$ cat src/rtl/vga_sin_gen.sv
// Sine-wave point generator: sweeps 256 columns, one per enabled clock, emitting
// the screen row of one full sine period and a green pixel for each column.
module vga_sin_gen (
    input  logic        clk,
    input  logic        reset,
    input  logic        enable,
    output logic [7:0]  CounterX,
    output logic [7:0]  CounterY,
    output logic [11:0] color,
    output logic        finished
);

    typedef enum logic [1:0] {
        IDLE = 2'd0,
        DRAW = 2'd1,
        DONE = 2'd2
    } state_t;

    localparam logic [11:0] COLOR_ON  = 12'h0F0;
    localparam logic [11:0] COLOR_OFF = 12'h000;

    state_t      state_q;
    logic [7:0]  x_q;
    logic [7:0]  y_q;
    logic [11:0] color_q;
    logic        finished_q;

    logic [7:0]  x_d;
    logic [7:0]  y_d;
    logic [1:0]  quad_d;
    logic [6:0]  rom_idx_d;
    logic [6:0]  mag_d;

    // Quarter-wave table: round(127*sin(2*pi*i/256)) for i = 0..64.
    function automatic logic [6:0] quarter_sin(input logic [6:0] idx);
        logic [6:0] v;
        case (idx)
            7'd0:  v = 7'd0;    7'd1:  v = 7'd3;    7'd2:  v = 7'd6;    7'd3:  v = 7'd9;
            7'd4:  v = 7'd12;   7'd5:  v = 7'd16;   7'd6:  v = 7'd19;   7'd7:  v = 7'd22;
            7'd8:  v = 7'd25;   7'd9:  v = 7'd28;   7'd10: v = 7'd31;   7'd11: v = 7'd34;
            7'd12: v = 7'd37;   7'd13: v = 7'd40;   7'd14: v = 7'd43;   7'd15: v = 7'd46;
            7'd16: v = 7'd49;   7'd17: v = 7'd51;   7'd18: v = 7'd54;   7'd19: v = 7'd57;
            7'd20: v = 7'd60;   7'd21: v = 7'd63;   7'd22: v = 7'd65;   7'd23: v = 7'd68;
            7'd24: v = 7'd71;   7'd25: v = 7'd73;   7'd26: v = 7'd76;   7'd27: v = 7'd78;
            7'd28: v = 7'd81;   7'd29: v = 7'd83;   7'd30: v = 7'd85;   7'd31: v = 7'd88;
            7'd32: v = 7'd90;   7'd33: v = 7'd92;   7'd34: v = 7'd94;   7'd35: v = 7'd96;
            7'd36: v = 7'd98;   7'd37: v = 7'd100;  7'd38: v = 7'd102;  7'd39: v = 7'd104;
            7'd40: v = 7'd106;  7'd41: v = 7'd107;  7'd42: v = 7'd109;  7'd43: v = 7'd111;
            7'd44: v = 7'd112;  7'd45: v = 7'd113;  7'd46: v = 7'd115;  7'd47: v = 7'd116;
            7'd48: v = 7'd117;  7'd49: v = 7'd118;  7'd50: v = 7'd120;  7'd51: v = 7'd121;
            7'd52: v = 7'd122;  7'd53: v = 7'd122;  7'd54: v = 7'd123;  7'd55: v = 7'd124;
            7'd56: v = 7'd125;  7'd57: v = 7'd125;  7'd58: v = 7'd126;  7'd59: v = 7'd126;
            7'd60: v = 7'd126;  7'd61: v = 7'd127;  7'd62: v = 7'd127;  7'd63: v = 7'd127;
            7'd64: v = 7'd127;
            default: v = 7'd0;
        endcase
        return v;
    endfunction

    // The row is computed for the column about to be loaded, so X and Y land together.
    always_comb begin
        x_d       = (state_q == IDLE) ? 8'd0 : x_q + 8'd1;
        quad_d    = x_d[7:6];
        rom_idx_d = quad_d[0] ? (7'd64 - {1'b0, x_d[5:0]}) : {1'b0, x_d[5:0]};
        mag_d     = quarter_sin(rom_idx_d);
        // Upper half-period has negative sine, i.e. rows below the centre line.
        y_d       = quad_d[1] ? (8'd128 + {1'b0, mag_d}) : (8'd128 - {1'b0, mag_d});
    end

    always_ff @(posedge clk or posedge reset) begin
        if (reset) begin
            state_q    <= IDLE;
            x_q        <= 8'd0;
            y_q        <= 8'd0;
            color_q    <= COLOR_OFF;
            finished_q <= 1'b0;
        end else begin
            case (state_q)
                IDLE: begin
                    if (enable) begin
                        state_q <= DRAW;
                        x_q     <= x_d;
                        y_q     <= y_d;
                        color_q <= COLOR_ON;
                    end
                end
                DRAW: begin
                    if (!enable) begin
                        color_q <= COLOR_OFF;
                    end else if (x_q == 8'd255) begin
                        state_q    <= DONE;
                        finished_q <= 1'b1;
                        color_q    <= COLOR_OFF;
                    end else begin
                        x_q     <= x_d;
                        y_q     <= y_d;
                        color_q <= COLOR_ON;
                    end
                end
                DONE: begin
                    finished_q <= 1'b1;
                    color_q    <= COLOR_OFF;
                end
                default: begin
                    state_q <= IDLE;
                end
            endcase
        end
    end

    assign CounterX = x_q;
    assign CounterY = y_q;
    assign color    = color_q;
    assign finished = finished_q;

endmodule

$ cat config.mk
export PLATFORM = sky130hd
export DESIGN_NAME = vga_sin_gen
export DESIGN_NICKNAME = d
export VERILOG_FILES = /design/src/rtl/vga_sin_gen.sv
export SDC_FILE = /design/constraint.sdc
export NUM_CORES = 1
export LEC_CHECK = 0
export ABC_AREA = 0
export ABC_CLOCK_PERIOD_IN_PS = 5100
export CAP_MARGIN = 25
export CORE_AREA = 2 2 71 73
export DETAILED_ROUTE_END_ITERATION = 10
export DIE_AREA = 0 0 73 75
export PLACE_DENSITY = 0.75
export SYNTH_ARGS = -nofsm -noshare
export SYNTH_HDL_FRONTEND = slang
export SYNTH_SLANG_ARGS = --single-unit
$ cat constraint.sdc
create_clock -name clk -period 5.1 [get_ports clk]
set_clock_uncertainty 0.1 [all_clocks]
set_input_delay 0.51 -clock clk [delete_from_list [all_inputs] [get_ports clk]]
set_output_delay 0.51 -clock clk [all_outputs]
set_load 0.02 [all_outputs]
---- After elaboration in Yosys (flattened, before gate mapping) ----
Memories as Yosys holds them, arrays and structs flattened.
Index checks and enable logic that the tools add are counted.
word-level totals
  bits in registers ....................... 31
  bits in read-only memories .............. 896
  output and inout port bits .............. 29
  word-level logic and storage cells ...... 48
  memories kept ........................... 1
operators by class
  $add $sub $neg .......................... 4
  equality and inequality tests ........... 7
  mux-type cells .......................... 22
  bitwise gates (word level) .............. 1
  reductions and logical operators ........ 8
memory list
  name              depth  width  read ports  clocked after Yosys merged registers in  write ports  RTL line  text
  (name not given)  128    7      1           0                                        0            37        case (idx)
operators by type and width
  kind                                                  number
  2-to-1 mux 8 bit                                      10
  case mux 12 bit (3 select lines)                      1
  case mux 8 bit (2 select lines)                       2
  2-to-1 mux 12 bit                                     1
  adder 8 x 1 -> 8 bit (second input constant)          1
  adder 8 x 7 -> 8 bit (first input constant)           1
  equality test 8 bit (second input constant)           1
  inequality test 2 bit (second input constant)         4
  AND reduction 4 bit                                   2
  subtractor 8 x 7 -> 8 bit (first input constant)      1
  2-to-1 mux 7 bit                                      1
  subtractor 7 x 6 -> 7 bit (first input constant)      1
  2-to-1 mux 2 bit                                      3
  case mux 2 bit (3 select lines)                       1
  nonzero test 2 bit                                    2
  AND reduction 3 bit                                   1
  nonzero test 3 bit                                    1
  equality test 2 x 1 -> 1 bit (second input constant)  1
  equality test 2 bit (second input constant)           1
  zero test 2 bit                                       1
  2-to-1 mux 1 bit                                      2
  case mux 1 bit (2 select lines)                       1
  AND reduction 2 bit                                   1
  inverter 1 bit                                        1

---- Longest topological paths before layout ----
An unclocked memory read counts as a cell.
  word-level depth ........................ 10
  gate-level depth with buffers ........... 19

---- Worst setup path after synthesis ----
OpenSTA, ideal clock, no wires.
  path kind ............................... reg2reg
  start point ............................. register state_q[0]
  end point ............................... register y_q[2] (netlist: CounterY[2])
  setup time .............................. 125 ps
  data arrival time ....................... 3578 ps
  required time ........................... 4875 ps
  setup slack ............................. 1297 ps
  cell stages (with the launch flop) ...... 20
  clock period less this slack ............ 3803 ps
  cells stage by stage .................... dfrtp_1 > buf_2 > or2_1 > buf_2 > nand2b_1 > ha_1 > nand2_1 > a221oi_1 > or2_2 > ha_1 > buf_2 > nor3_1 > a211oi_1 > nor4b_1 > a211oi_2 > nand2_1 > ha_1 > nor2_1 > xnor2_1 > mux2_2
on the way
  cells in the longest elaborated chain, start to end .. 10
RTL lines
  item                                                               RTL line  text
  from (decl)                                                        22        state_t state_q;
  from (signal assigned)                                             72        state_q <= IDLE;
  from (signal assigned)                                             81        state_q <= DRAW;
  from (signal assigned)                                             91        state_q <= DONE;
  zero test 2 bit                                                    62, 78
  2-to-1 mux 8 bit                                                   62        x_d = (state_q == IDLE) ? 8'd0 : x_q + 8'd1;
  subtractor 7 x 6 -> 7 bit                                          64        rom_idx_d = quad_d[0] ? (7'd64 - {1'b0, x_d[5:0]}) : {1'b0, x_d[5:0]};
  2-to-1 mux 7 bit                                                   64
  memory (128 x 7 bit)                                               -
  subtractor 8 x 7 -> 8 bit or adder 8 x 7 -> 8 bit (tied branches)  67        y_d = quad_d[1] ? (8'd128 + {1'b0, mag_d}) : (8'd128 - {1'b0, mag_d});
  2-to-1 mux 8 bit                                                   67
  2-to-1 mux 8 bit                                                   90        end else if (x_q == 8'd255) begin
  2-to-1 mux 8 bit                                                   88        if (!enable) begin
  case mux 8 bit (2 select lines)                                    78        case (state_q)
  to (signal assigned)                                               83        y_q <= y_d;
  to (signal assigned)                                               96        y_q <= y_d;
  to (decl)                                                          24        logic [7:0] y_q;
Parallel ways exist; a longest one is shown, timed or not. The select of a mux whose other input is x is not followed.
A chain may end at the register's enable or synchronous reset.

---- Final worst setup path ----
Ends and elaborated chain as after synthesis.

==> impl_metrics.tcl <==
set metrics [dict create \
    r2r-start "state_q[0]" \
    slew_violations 0 \
    comb_power_share_pct 4.0 \
    hp-class "flop to flop" \
    num_rows 25 \
    syn_avg_cell_area_um2 8.163 \
    synthDistinctLibCells 72 \
    crit_type "flop to flop" \
    synth-seq-area-share_pct 21.00 \
    die_y_um 75 \
    drive_above_1_share_pct 11.45 \
    final_cells 351 \
    vdd_ir_drop_max_mv 0.1170 \
    r2r_end "CounterY[2]" \
    syn_area_um2 2384 \
    fin_setup_tns_ns 0 \
    grt_max_degree 29 \
    die_w_um 73 \
    p_switching_w 0.00005586 \
    cts_hold_buf 0 \
    arrival_ns 4.41 \
    swShare_pct 20.79 \
    antenna_cells 0 \
    finalNetCount 313 \
    clockRootBuffer "clkbuf_8" \
    worstSetupStartpoint "state_q[0]" \
    p_int_w 0.0002128 \
    dpl.hpwl_mm 4.301 \
    mostFrequentLayoutCell "nand2_1" \
    drc 0 \
    end_kind "flop" \
    grt_pass1_wl_mm 9.404 \
    antenna_found_initial 0 \
    layout_common_cells "33 x nand2_1, 23 x clkdlybuf4s50_1, 20 x dfrtp_1" \
    wl_mm 5.758 \
    cts_buffers 3 \
    crit_end "CounterY[2]" \
    p_leak_nw 1.025 \
    htreeDepth 1 \
    grt_setup_unrepaired "no" \
    clockBufferDepth 2 \
    gp_congestion 1.018 \
    dp_cells 348 \
    post_drt_wl_per_cell_um 16.40 \
    cap_violations 0 \
    cts_tree "built" \
    drtAntennaViolNets 0 \
    synthFlopType "dfrtp_1" \
    initial_core_util_pct 51.14 \
    syn_to_final_growth_pct 7.454 \
    hold_viol_final 0 \
    core_area_um2 4661 \
    pwr-share-seq_pct 59.0 \
    required_ns 5.14 \
    drtPass1Iterations 5 \
    syn_inst 292 \
    yosysWarnings 0 \
    first_iter_violations 224 \
    cts_resized 0 \
    relSlewSlack_pct 36.76 \
    setup_slack_ns 0.7261 \
    vias_per_cell 6.333 \
    outcome "finished clean" \
    reg2reg_depth 16 \
    portBuffers 23 \
    r2r_slack_ns 0.73 \
    max_slew.worst_pin.slew_ns 0.9459 \
    die_area_um2 5475 \
    preCtsSetupSlack_ns 0.7552 \
    yosysTopAreaCellShare_pct 21.00 \
    grt-ovfl-total 0 \
    insertion_delay_ns 0.25 \
    grt_pass1_vias 1894 \
    async_flop_share_pct 100.0 \
    fin_crit_sh_pct 85.76 \
    min_period_ns 4.374 \
    synth_enable_flop_cells 0 \
    path_max_fanout 12 \
    fmax_ghz 0.2286 \
    yosys-top-cells-area "dfrtp_1 21%, ha_1 5.8%, nand2_1 5.2%" \
    power_density_nw_per_um2 104.9 \
    cts_sinks 20 \
    cts.clk_slew.worst_paths_ns 0.07 \
    grt_usage_pct 21.73 \
    final-setup-viol-count 0 \
    pwr-share-clk_pct 37.0 \
    vias 2223 \
    crit_path_start_kind "flop" \
    ys_ff_latch 20 \
    cts_setup_buffers 0 \
    synth_top_cell_by_area "dfrtp_1" \
    pin_count 32 \
]
-- Yosys cell counts (3+ instances only) --
master    number
buf_6          3
o21ai_1        8
dfrtp_1       20
mux2i_1        6
xnor2_1        6
o21a_1         5
nor2_1        17
buf_2          9
o21ai_0       16
xor2_1         3
nand4_1        3
a31oi_1        4
a21oi_1       11
a211o_1        4
nand2b_1       4
inv_1          9
clkbuf_1       3
and3_1         3
nand2_1       33
o211ai_1       4
nor3_1         6
mux2_2         5
ha_1          11
o22ai_1        3
nand3_1       19
a211oi_1       4
buf_4         13
-- sequential cells by signal (all words and copies together) (netlist names) --
| name | count |
|---|---|
| CounterY | 8 |
| state_q | 2 |
| color | 1 |
| CounterX | 8 |
| finished | 1 |
-- stage by stage --
stage | power (W) | utilization [%] | instance area, µm² | hold WS, ns
2_1_floorplan | 0.0001744 | - | 2410 | 0.3738
3_3_place_gp | 0.0001724 | 54.07 | 2520 | 0.3570
3_5_place_dp | 0.0001725 | 54.07 | 2520 | 0.3696
4_1_cts | 0.0002725 | 54.95 | 2561 | 0.3871
5_1_grt | 0.0002811 | 54.95 | 2561 | 0.4063
6_report | 0.0002686 | 54.95 | 2561 | 0.3839
-- critical path: stages, from the launching register on --
cell       delay [ns]
dfrtp_1          0.57
or2_1            0.41
nand2b_1         0.26
ha_1             0.36
nand2b_1         0.06
a2111oi_0        0.35
or2_2            0.27
ha_1             0.35
nor3_1           0.24
a211oi_1         0.08
nor4b_1          0.33
a211oi_2         0.08
nand2_1          0.13
ha_1             0.19
nor2_1           0.07
xnor2_1          0.13
mux2_2           0.26
-- cell families after synthesis --
group	after synthesis	synth area share, %
AND/OR/NAND/NOR	107	23.62
AO/OA/AOI/OAI	90	27.40
buffers and inverters	38	9.448
flip-flops	20	21.00
multiplexers	13	6.771
XOR/XNOR	12	5.827
adder cells (fa/ha/maj)	11	5.774
other	1	0.1573
-- how the worst min path moves through the flow --
stage                     start     endpoint  slack [ns]  depth (start not counted)
floorplan                 reset  CounterX[0]        0.37                          1
global placement       finished     finished        0.36                          1
detailed placement     finished     finished        0.37                          1
CTS                    finished     finished        0.39                          1
global route           finished     finished        0.41                          1
finish              CounterY[5]  CounterY[5]        0.38                          2
-- area by class of cell --
type                            count  area (µm²)
Fill cell                         438        2100
Timing Repair Buffer               23       230.2
Tap cell                           54       67.56
Multi-Input combinational cell    241        1684
Inverter                           10       37.54
Clock buffer                        3       41.29
Sequential cell                    20       500.5
-- power groups by stage --
| stage | Combinational, W | Sequential [W] | Clock (W) |
|---|---|---|---|
| after floorplan | 0.0000128 | 0.000162 | 0 |
| after global placement | 0.0000108 | 0.000162 | 0 |
| after detailed placement | 0.0000110 | 0.000162 | 0 |
| after CTS | 0.0000110 | 0.000159 | 0.000103 |
| after global routing | 0.0000121 | 0.000158 | 0.000111 |
| final | 0.0000107 | 0.000159 | 0.0000993 |
-- layer usage --
layer	global-route usage [%]	vias to the layer above	wire length, µm
li1	-	1066	-
met4	2.263	0	29
met2	34.43	103	2694
met3	3.213	6	371
met5	0	-	0
met1	32.50	1048	2662
(Power assumes the default switching activity.)
